**src/rtl/rtc_bus_responder.sv**
```systemverilog
// RTC-side responder for the multiplexed CS/RD/WR/A-D strobe bus: register file,
// pulse-width-qualified writes, 2-cycle-latency reads and a local timekeeping port.
module rtc_bus_responder #(
    parameter int         MIN_PULSE = 5,
    parameter logic [7:0] BASE_ADDR = 8'h20,
    parameter int         REG_COUNT = 16
) (
    input  logic       clk,
    input  logic       reset,
    input  logic       cs_n,
    input  logic       rd_n,
    input  logic       wr_n,
    input  logic       a_d,
    input  logic [7:0] ad_in,
    output logic [7:0] ad_out,
    output logic       ad_oe,
    output logic       wr_evt,
    output logic [3:0] evt_addr,
    output logic [7:0] evt_data,
    output logic       err,
    input  logic       lcl_we,
    input  logic [3:0] lcl_addr,
    input  logic [7:0] lcl_wdata,
    output logic [7:0] lcl_rdata
);
    typedef enum logic [1:0] {IDLE, WR_LOW, RD_LOW, ERR} state_t;

    localparam logic [5:0] MIN_CNT = 6'(MIN_PULSE);
    localparam logic [7:0] REG_LIM = 8'(REG_COUNT);

    state_t     state;
    logic       s_cs_n, s_rd_n, s_wr_n, s_a_d;
    logic [7:0] s_ad;
    logic [7:0] addr;
    logic [7:0] hold;
    logic       hold_phase;
    logic [5:0] cnt;
    logic [7:0] regs [REG_COUNT];

    logic [7:0] off;
    logic       in_range;
    logic [3:0] idx;
    logic [7:0] rd_val;
    logic [5:0] cnt_inc;

    always_comb begin
        off      = addr - BASE_ADDR;
        in_range = (addr >= BASE_ADDR) && (off < REG_LIM);
        idx      = off[3:0];
        rd_val   = in_range ? regs[idx] : 8'h00;
        cnt_inc  = (cnt == 6'd63) ? cnt : cnt + 6'd1;
    end

    always_ff @(posedge clk) begin
        if (!reset) begin
            state      <= IDLE;
            s_cs_n     <= 1'b1;
            s_rd_n     <= 1'b1;
            s_wr_n     <= 1'b1;
            s_a_d      <= 1'b0;
            s_ad       <= '0;
            addr       <= '0;
            hold       <= '0;
            hold_phase <= 1'b0;
            cnt        <= '0;
            ad_out     <= '0;
            ad_oe      <= 1'b0;
            wr_evt     <= 1'b0;
            evt_addr   <= '0;
            evt_data   <= '0;
            err        <= 1'b0;
            lcl_rdata  <= '0;
            for (int i = 0; i < REG_COUNT; i++) regs[i] <= '0;
        end else begin
            s_cs_n    <= cs_n;
            s_rd_n    <= rd_n;
            s_wr_n    <= wr_n;
            s_a_d     <= a_d;
            s_ad      <= ad_in;
            wr_evt    <= 1'b0;
            err       <= 1'b0;
            lcl_rdata <= regs[lcl_addr];
            // Local write first so a same-cycle bus commit below overrides it.
            if (lcl_we) regs[lcl_addr] <= lcl_wdata;

            case (state)
                IDLE: begin
                    cnt <= '0;
                    if (!s_cs_n) begin
                        if (!s_rd_n && !s_wr_n) begin
                            state <= ERR;
                            err   <= 1'b1;
                        end else if (!s_wr_n) begin
                            state      <= WR_LOW;
                            cnt        <= 6'd1;
                            hold       <= s_ad;
                            hold_phase <= s_a_d;
                        end else if (!s_rd_n) begin
                            if (s_a_d) begin
                                state  <= RD_LOW;
                                cnt    <= 6'd1;
                                ad_out <= rd_val;
                                ad_oe  <= 1'b1;
                            end else begin
                                state <= ERR;
                                err   <= 1'b1;
                            end
                        end
                    end
                end
                WR_LOW: begin
                    if (s_cs_n) begin
                        state <= IDLE;
                        err   <= 1'b1;
                    end else if (!s_wr_n) begin
                        cnt        <= cnt_inc;
                        hold       <= s_ad;
                        hold_phase <= s_a_d;
                    end else begin
                        state <= IDLE;
                        if (cnt >= MIN_CNT) begin
                            if (!hold_phase) begin
                                addr <= hold;
                            end else if (in_range) begin
                                regs[idx] <= hold;
                                wr_evt    <= 1'b1;
                                evt_addr  <= idx;
                                evt_data  <= hold;
                            end
                        end else begin
                            err <= 1'b1;
                        end
                    end
                end
                RD_LOW: begin
                    if (s_cs_n) begin
                        state <= IDLE;
                        ad_oe <= 1'b0;
                        err   <= 1'b1;
                    end else if (!s_rd_n) begin
                        cnt    <= cnt_inc;
                        ad_out <= rd_val;
                    end else begin
                        state <= IDLE;
                        ad_oe <= 1'b0;
                        if (cnt < MIN_CNT) err <= 1'b1;
                    end
                end
                default: begin
                    ad_oe <= 1'b0;
                    if (s_cs_n && s_rd_n && s_wr_n) state <= IDLE;
                end
            endcase
        end
    end
endmodule

```
**config.mk**
```make
export PLATFORM = sky130hd
export DESIGN_NAME = rtc_bus_responder
export DESIGN_NICKNAME = d
export VERILOG_FILES = /design/src/rtl/rtc_bus_responder.sv
export SDC_FILE = /design/constraint.sdc
export NUM_CORES = 1
export LEC_CHECK = 0
export CELL_PAD_IN_SITES_DETAIL_PLACEMENT = 1
export CELL_PAD_IN_SITES_GLOBAL_PLACEMENT = 1
export CORE_UTILIZATION = 50
export DETAILED_ROUTE_END_ITERATION = 10
export PLACE_DENSITY_LB_ADDON = 0.1
export SLEW_MARGIN = 20
export SYNTH_ARGS = -nofsm -noshare
export SYNTH_HDL_FRONTEND = slang
export SYNTH_SLANG_ARGS = --single-unit
```
**constraint.sdc**
```tcl
create_clock -name clk -period 7 [get_ports clk]
set_clock_uncertainty 0.1 [all_clocks]
set_input_delay 0.7 -clock clk [delete_from_list [all_inputs] [get_ports clk]]
set_output_delay 0.7 -clock clk [all_outputs]
set_load 0.02 [all_outputs]
```
==> Yosys cells after proc, flatten, opt, wreduce, memory -nomap -nowiden <==
Memories as Yosys holds them, arrays and structs flattened. A register that Yosys moved wholly into a read port is not among the register bits.
Cells that the tools add are included.
{ "word_totals": {"mem_bits_rw": 128, "out_inout_bits": 31, "input_bits": 27, "register_bits": 60, "elab_cells": 141, "mem_count": 1} }
{ "classes": {"muxes": 79, "n_reduce_logical": 21, "n_addsub": 2, "n_eq_ne": 15, "bitwise_logic": 3, "order_cmp": 4} }
{ "memory_table": {"columns": ["memory", "words", "word_bits", "rd", "rd_clocked_by_memory_dff", "wr", "line_no", "source"], "rows": [
  ["regs", 16, 8, 2, 1, 16, "38", "logic [7:0] regs [REG_COUNT];"]
]} }
{ "op_table": {"columns": ["operator", "n"], "rows": [
  ["$mux W8", 14],
  ["$mux W1", 42],
  ["$pmux W8 S2", 2],
  ["$mux W6", 5],
  ["$mux W2", 9],
  ["$ne A2 B2 Y1 const B", 9],
  ["$pmux W6 S3", 1],
  ["$reduce_or A8 Y1", 2],
  ["$reduce_and A5 Y1", 3],
  ["$ge A8 B6 Y1 const B", 1],
  ["$lt A8 B5 Y1 const B", 1],
  ["$mux W4", 2],
  ["$reduce_and A8 Y1", 1],
  ["$sub A8 B6 Y8 const B", 1],
  ["$reduce_and A7 Y1", 1],
  ["$add A6 B1 Y6 const B", 1],
  ["$eq A6 B6 Y1 const B", 1],
  ["$ge A6 B3 Y1 const B", 1],
  ["$lt A6 B3 Y1 const B", 1],
  ["$ne A3 B3 Y1 const B", 2],
  ["$pmux W1 S3", 2],
  ["$pmux W2 S3", 1],
  ["$reduce_and A6 Y1", 1],
  ["$logic_and A1 B1 Y1", 4],
  ["other kinds (11)", 16]
]} }

==> Depth between registers and ports, before layout <==
Gate-level depths: netlist (run 1).
{ "logic_depth": {"word_depth": 13, "mapped_depth": 10, "ltp_nobuf": 7} }

==> Worst setup path before layout (run 1) <==
Ideal clock, no wire load.
{ "synth_timing": {"kind": "reg-to-reg", "from": "reg addr[5]", "to": "mem regs[2][0], enable pin", "path_buffers": 2, "arrival_time_ps": 2236, "required_ps": 6572, "path_stages_with_launch": 9, "period_less_slack_ps": 2664, "slack_ps": 4336, "setup_ps": 328, "path_cell_list": "dfxtp_1 inv_1 ha_1 xor2_1 or4b_1 buf_2 buf_2 nor3_2 or3_1"} }
{ "synth_lines": {"columns": ["item", "line_no", "source"], "rows": [
  ["start, declared", "34", "logic [7:0] addr;"],
  ["start signal, assigned", "123", "addr <= hold;"],
  ["end, declared", "38", null]
]} }

==> reports/results.ini, run 1 <==
[run_status]
outcome=complete, no violations

[sta]
holdWs_ps=383
period_needed_ps=3850
setup_tns_ps=0
tightest_slew_ps=1200
max_freq_mhz=260
setup_ws_ps=3150
fin_crit_sh_pct=54.9
slew_headroom_pct=19.9
hold_viol_final=0
setup_viol=0
rsz0062_at_grt=false
report.final.slew_viol_count=0

[synth]
ys.flop_type=edfxtp_1
synth_top_area_share_pct=34.3
ys_warn_count=0
synthTopCellsByArea=edfxtp_1, mux4_2, dfxtp_1
synth_most_common_cell=nand2_1
netlist_area_um2=11200
ys_ff_latch=196
synth-async-reset-ratio_pct=0
syn_area_per_cell_um2=10.4
synth_cell_types=50
yosysTopAreaCell=edfxtp_1
ys_seq_area_share_pct=46.4
synth_edf_count=128
synthTopCellsByCount=nand2_1, edfxtp_1, o21ai_0
synthCells=1081
syn_nets=1116

[route]
vias=9042
route.detailed.drc=0
routedWlPerCell_um=28.0
via_per_inst=6.63
antenna_left=0
drt_iter0_drc=827
dr.pass1.iters=4
routed_wl_um=38200

[clock_network]
root_buffer=clkbuf_16
cts_tree=yes
h-tree-depth=4
cts_buffers=17
clkLatencyLatePin_ps=450
holdBufCountCts=0
clkTransAtPathRegs_ps=90
clk_path_buf_depth=2
cts_setup_buffers=0
cts.sinks=196
cts_resized=0

[pwr]
peakVddDrop_mv=0.145
pwr-share-clk_pct=38.9
combPwrFrac_pct=10.9
power_switching_uw=736
sw_frac_of_total_pct=28.0
p_seq_share_pct=50.2
p_leak_nw=4.10
p_int_mw=1.89
p_per_area_nw_per_um2=212

[die]
initial_core_util_pct=51.2
die_w_um=152
die_area_um2=23000
core_region_area_um2=21900
top_level_ports=58
rows=54
die_h_um=152

[worst_setup_path]
required_ps=7100
r2r_slack_ps=3150
critical_path_buf_inv_count=2
crit_type=flip-flop to flip-flop
crit_chain=inv_1 -> ha_1 -> xor2_1 -> or4b_1 -> nor3b_4 -> buf_4 -> and3_1 -> o21ai_2
arrival_ps=3950
cp_max_fo=19
slowest_delay_ps=920
critPathCaptureType=flip-flop
critPathSlowestCell=or4b_1
critPathLaunchType=flip-flop
timing.rr.start=addr[5]$_SDFFE_PN0P_
reg2reg_depth=8
path_delay_family=simple AND/OR/NAND/NOR gates
timing.rr.end=regs[12][0]$_DFFE_PP_
startpoint=addr[5]$_SDFFE_PN0P_

[cells_and_area]
antenna_cells=0
area_growth_pct=10.4
layout-drive-gt1-share_pct=18.3
fillers=2386
final_nets=1106

[global_routing]
grtUsageMet2_pct=55.8
antenna_found_initial=0
met3_usage_pct=7.19
grt_start_max_net_pins=63
overflow=0
groute.usage.overall_pct=35.0
grt_pass1_vias=9124
grtUsageMet1_pct=46.1
grt_busiest_layer=met2
grt_pass1_wl_um=57400

[run]
drv_cap=0

[placement]
preCtsSetupSlack_ps=3190
io_buffers=57
gp_congestion=0.893
hpwl_um=25400

[min_path]
hold_end=evt_data[2]$_SDFFE_PN0P_
hp-start=evt_data[2]$_SDFFE_PN0P_
hold_depth=2
hold_path_class=flip-flop to flip-flop

==> sequential cells by signal (all words and copies together) (netlist names), 2 cells and up <==
register,cells
state,2
hold,8
lcl_rdata,8
evt_data,8
ad_out,8
evt_addr,4
regs,128
s_ad,8
addr,8
cnt,6
==> how the worst max path moves through the flow <==
stage | end | slack (ps) | depth (start not counted)
detailed placement | regs[9][7]$_DFFE_PP_ | 3190 | 8
finish | regs[12][0]$_DFFE_PP_ | 3150 | 8
floorplan | regs[2][0]$_DFFE_PP_ | 4340 | 8
global route | regs[12][0]$_DFFE_PP_ | 2920 | 8
global placement | regs[9][5]$_DFFE_PP_ | 3330 | 8
CTS | regs[9][2]$_DFFE_PP_ | 3190 | 8
==> tightest hold or removal path: cells and delay by family, from the launching register on <==
family	cells	cell delay (ps)
compound gates	1	60
flops	1	330
simple gates	1	50
==> cell type report <==
class                   count  area (um^2)  area share, %
clock buffers              18          450           3.64
flip-flops and latches    196         5210           42.1
clock inverters            14          153           1.23
repair buffers             75          691           5.58
inverters                  11         41.3          0.333
multi-input cells         770         5490           44.3
well taps                 280          350           2.83
==> layout by cell type (no fill, tap or decap), types with 24 or more instances in the layout <==
master / synthesis / layout
clkdlybuf4s50_1: 0 / 54
dfxtp_1: 68 / 65
edfxtp_1: 128 / 128
mux2i_1: 46 / 46
mux4_2: 64 / 64
nand2_1: 271 / 271
nor2b_1: 26 / 26
o21ai_0: 77 / 77
o21ai_1: 24 / 24
o21ai_2: 49 / 49
==> through the flow <==
step           cells  util (%)  cell area [um^2]  power (mW)
2_1_floorplan   1081         -             11200        1.51
3_3_place_gp    1332      53.8             11800        1.62
3_5_place_dp    1332      53.8             11800        1.62
4_1_cts         1364      56.6             12400        2.62
5_1_grt         1364      56.6             12400        2.69
6_report        1364      56.6             12400        2.62
==> power groups by stage <==
stage,Combinational [mW],Sequential [mW],Clock [mW]
6_report,0.285,1.32,1.02
5_1_grt,0.306,1.32,1.06
4_1_cts,0.284,1.31,1.02
3_5_place_dp,0.284,1.34,0
3_3_place_gp,0.277,1.34,0
2_1_floorplan,0.187,1.32,0
==> layer usage <==
| layer | routed length, um | share of wire, % |
|---|---|---|
| met2 | 18200 | 48 |
| met5 | 0 | 0 |
| met1 | 15100 | 40 |
| met3 | 3430 | 9.0 |
| met4 | 1440 | 3.8 |
==> kinds of logic after synthesis <==
kind of cell	count (synthesis)	synth area share, %
XOR/XNOR	1	0.0781
buffers and inverters	115	4.75
AO/OA/AOI/OAI	187	10.7
multiplexers	118	17.8
flip-flops	196	46.4
adder cells (fa/ha/maj)	8	0.893
AND/OR/NAND/NOR	456	19.4
(Power assumes the default switching activity.)
==> run 2, diff against run 1 <==
--- a/config.mk
+++ b/config.mk
@@ -7,7 +7,7 @@
 export LEC_CHECK = 0
 export CELL_PAD_IN_SITES_DETAIL_PLACEMENT = 1
 export CELL_PAD_IN_SITES_GLOBAL_PLACEMENT = 1
-export CORE_UTILIZATION = 50
+export CORE_UTILIZATION = 44
 export DETAILED_ROUTE_END_ITERATION = 10
 export PLACE_DENSITY_LB_ADDON = 0.1
 export SLEW_MARGIN = 20
==> constraint.sdc (replaced) <==
create_clock -name clk -period 3.3 [get_ports clk]
set_clock_uncertainty 0.1 [all_clocks]
set_input_delay 0.33 -clock clk [delete_from_list [all_inputs] [get_ports clk]]
set_output_delay 0.33 -clock clk [all_outputs]
set_load 0.02 [all_outputs]
==> run 2 against run 1 <==
Compared with the run above: via count decreased by 0.86%; power increased by 110%; critical path depth shrank 1; count of clock-buffer cells in the layout is 1 lower; utilization decreased by 5.7 points; sequential share of layout area is 1.3 points lower; critical path type unchanged; largest cell class unchanged; combinational power rose by 120%; highest routed layer unchanged; register-to-register slack lost 2900 ps.
==> reports/results.ini, run 2 (synthesized netlist as in run 1, its figures left out) <==
[die]
die_h_um=162
die_area_um2=26100
top_level_ports=58
rows=58
core_region_area_um2=25100
initial_core_util_pct=44.7
die_w_um=162

[cells_and_area]
layout_common_cells=nand2_1, edfxtp_1, o21ai_0
largest_register=regs
layout-drive-gt1-share_pct=21.2
final_nets=1151
area_growth_pct=14.0
fin_util_pct=50.9
final_common_cell=nand2_1
antenna_cells=0
largest_register_ffs=128

[worst_setup_path]
slowest_delay_ps=650
critical_path_buf_inv_count=1
arrival_ps=3170
cp_max_fo=15
critPathLaunchType=flip-flop
critPathSlowestCell=and3_1
required_ps=3400
critPathCaptureType=flip-flop
crit_chain=inv_1 -> ha_1 -> xor2_1 -> or4b_1 -> nor3b_4 -> and3_1 -> o21ai_2
crit_type=flip-flop to flip-flop
path_delay_family=simple AND/OR/NAND/NOR gates

[global_routing]
overflow=0
antenna_found_initial=0
grt_pass1_wl_um=57600
grt_start_max_net_pins=52
grt_pass1_vias=9026
groute.usage.overall_pct=30.5

[route]
drt_iter0_drc=732
vias=8964
route.detailed.drc=0
routed_wl_um=38500
antenna_left=0
via_per_inst=6.14
dr.pass1.iters=5
routedWlPerCell_um=26.4

[sta]
setup_tns_ps=0
setup_viol=0
hold_viol_final=0
rsz0062_at_grt=false
max_freq_mhz=325
report.final.slew_viol_count=0
tightest_slew_ps=1210
slew_headroom_pct=19.3
period_needed_ps=3070
fin_crit_sh_pct=93.1
holdWs_ps=284

[clock_network]
cts_tree=yes
clkTransAtPathRegs_ps=80
root_buffer=clkbuf_16
cts_resized=0
holdBufCountCts=0
clk_path_buf_depth=2
cts.sinks=196
clkLatencyLatePin_ps=460
cts_setup_buffers=0
cts_buffers=17
h-tree-depth=4

[min_path]
hold_path_class=input port to flip-flop

[pwr]
power_mw=5.55
p_leak_nw=4.34
peakVddDrop_mv=0.299
p_per_area_nw_per_um2=434

[placement]
io_buffers=57
gp_congestion=0.860
hpwl_um=27100

[run_status]
outcome=complete, no violations

[run]
drv_cap=0

run 2: cell types whose count changed in the layout (fill, tap and decap cells not counted):
cell             delta
buf_4              +44
dfxtp_2             -2
clkinv_8            +1
clkbuf_16           -1
clkinv_4            -2
dfxtp_1             +2
buf_2               -1
inv_4               +2
nor3_1              +1
clkdlybuf4s50_1     +1
buf_12              +1
nor3_2              -1
run 2: metrics by stage:
step,setup slack (ps),instance area [um^2],cells
2_1_floorplan,636,11200,1081
3_3_place_gp,305,12200,1427
3_5_place_dp,246,12200,1427
4_1_cts,238,12800,1459
5_1_grt,84.6,12800,1459
6_report,226,12800,1459
run 2: per-layer routing:
metal | share of wire, % | wire length [um] | vias up | GRT usage, %
li1 | - | - | 3982 | -
met1 | 41 | 15600 | 4470 | 40.8
met2 | 48 | 18500 | 436 | 49.2
met3 | 8.2 | 3160 | 76 | 6.13
met4 | 3.2 | 1220 | 0 | 11.3
met5 | 0 | 0 | - | 0
run 2: final cells by class:
type / count / area [um^2]
multi-input combinational: 770 / 5490
fill: 2790 / 12300
clock inverter: 15 / 164
inverter: 11 / 41.3
tap: 330 / 413
clock buffer: 17 / 425
sequential: 196 / 5210
timing repair buffer: 120 / 1050
run 2: report_power, final:
part / switching (mW) / total (mW) / internal [mW]
logic: 0.371 / 0.624 / 0.253
registers: 0.0890 / 2.79 / 2.70
clock network: 1.12 / 2.14 / 1.02
run 2: path summary, 6_finish.rpt:
kind	from	to	slack, ps	cells after the start
worst min register to register	evt_data[2]$_SDFFE_PN0P_	evt_data[2]$_SDFFE_PN0P_	370	2
worst min-delay path	reset	addr[6]$_SDFFE_PN0P_	280	2
worst max-delay path	addr[5]$_SDFFE_PN0P_	regs[8][3]$_DFFE_PP_	230	7
worst max register to register	addr[5]$_SDFFE_PN0P_	regs[8][3]$_DFFE_PP_	230	7
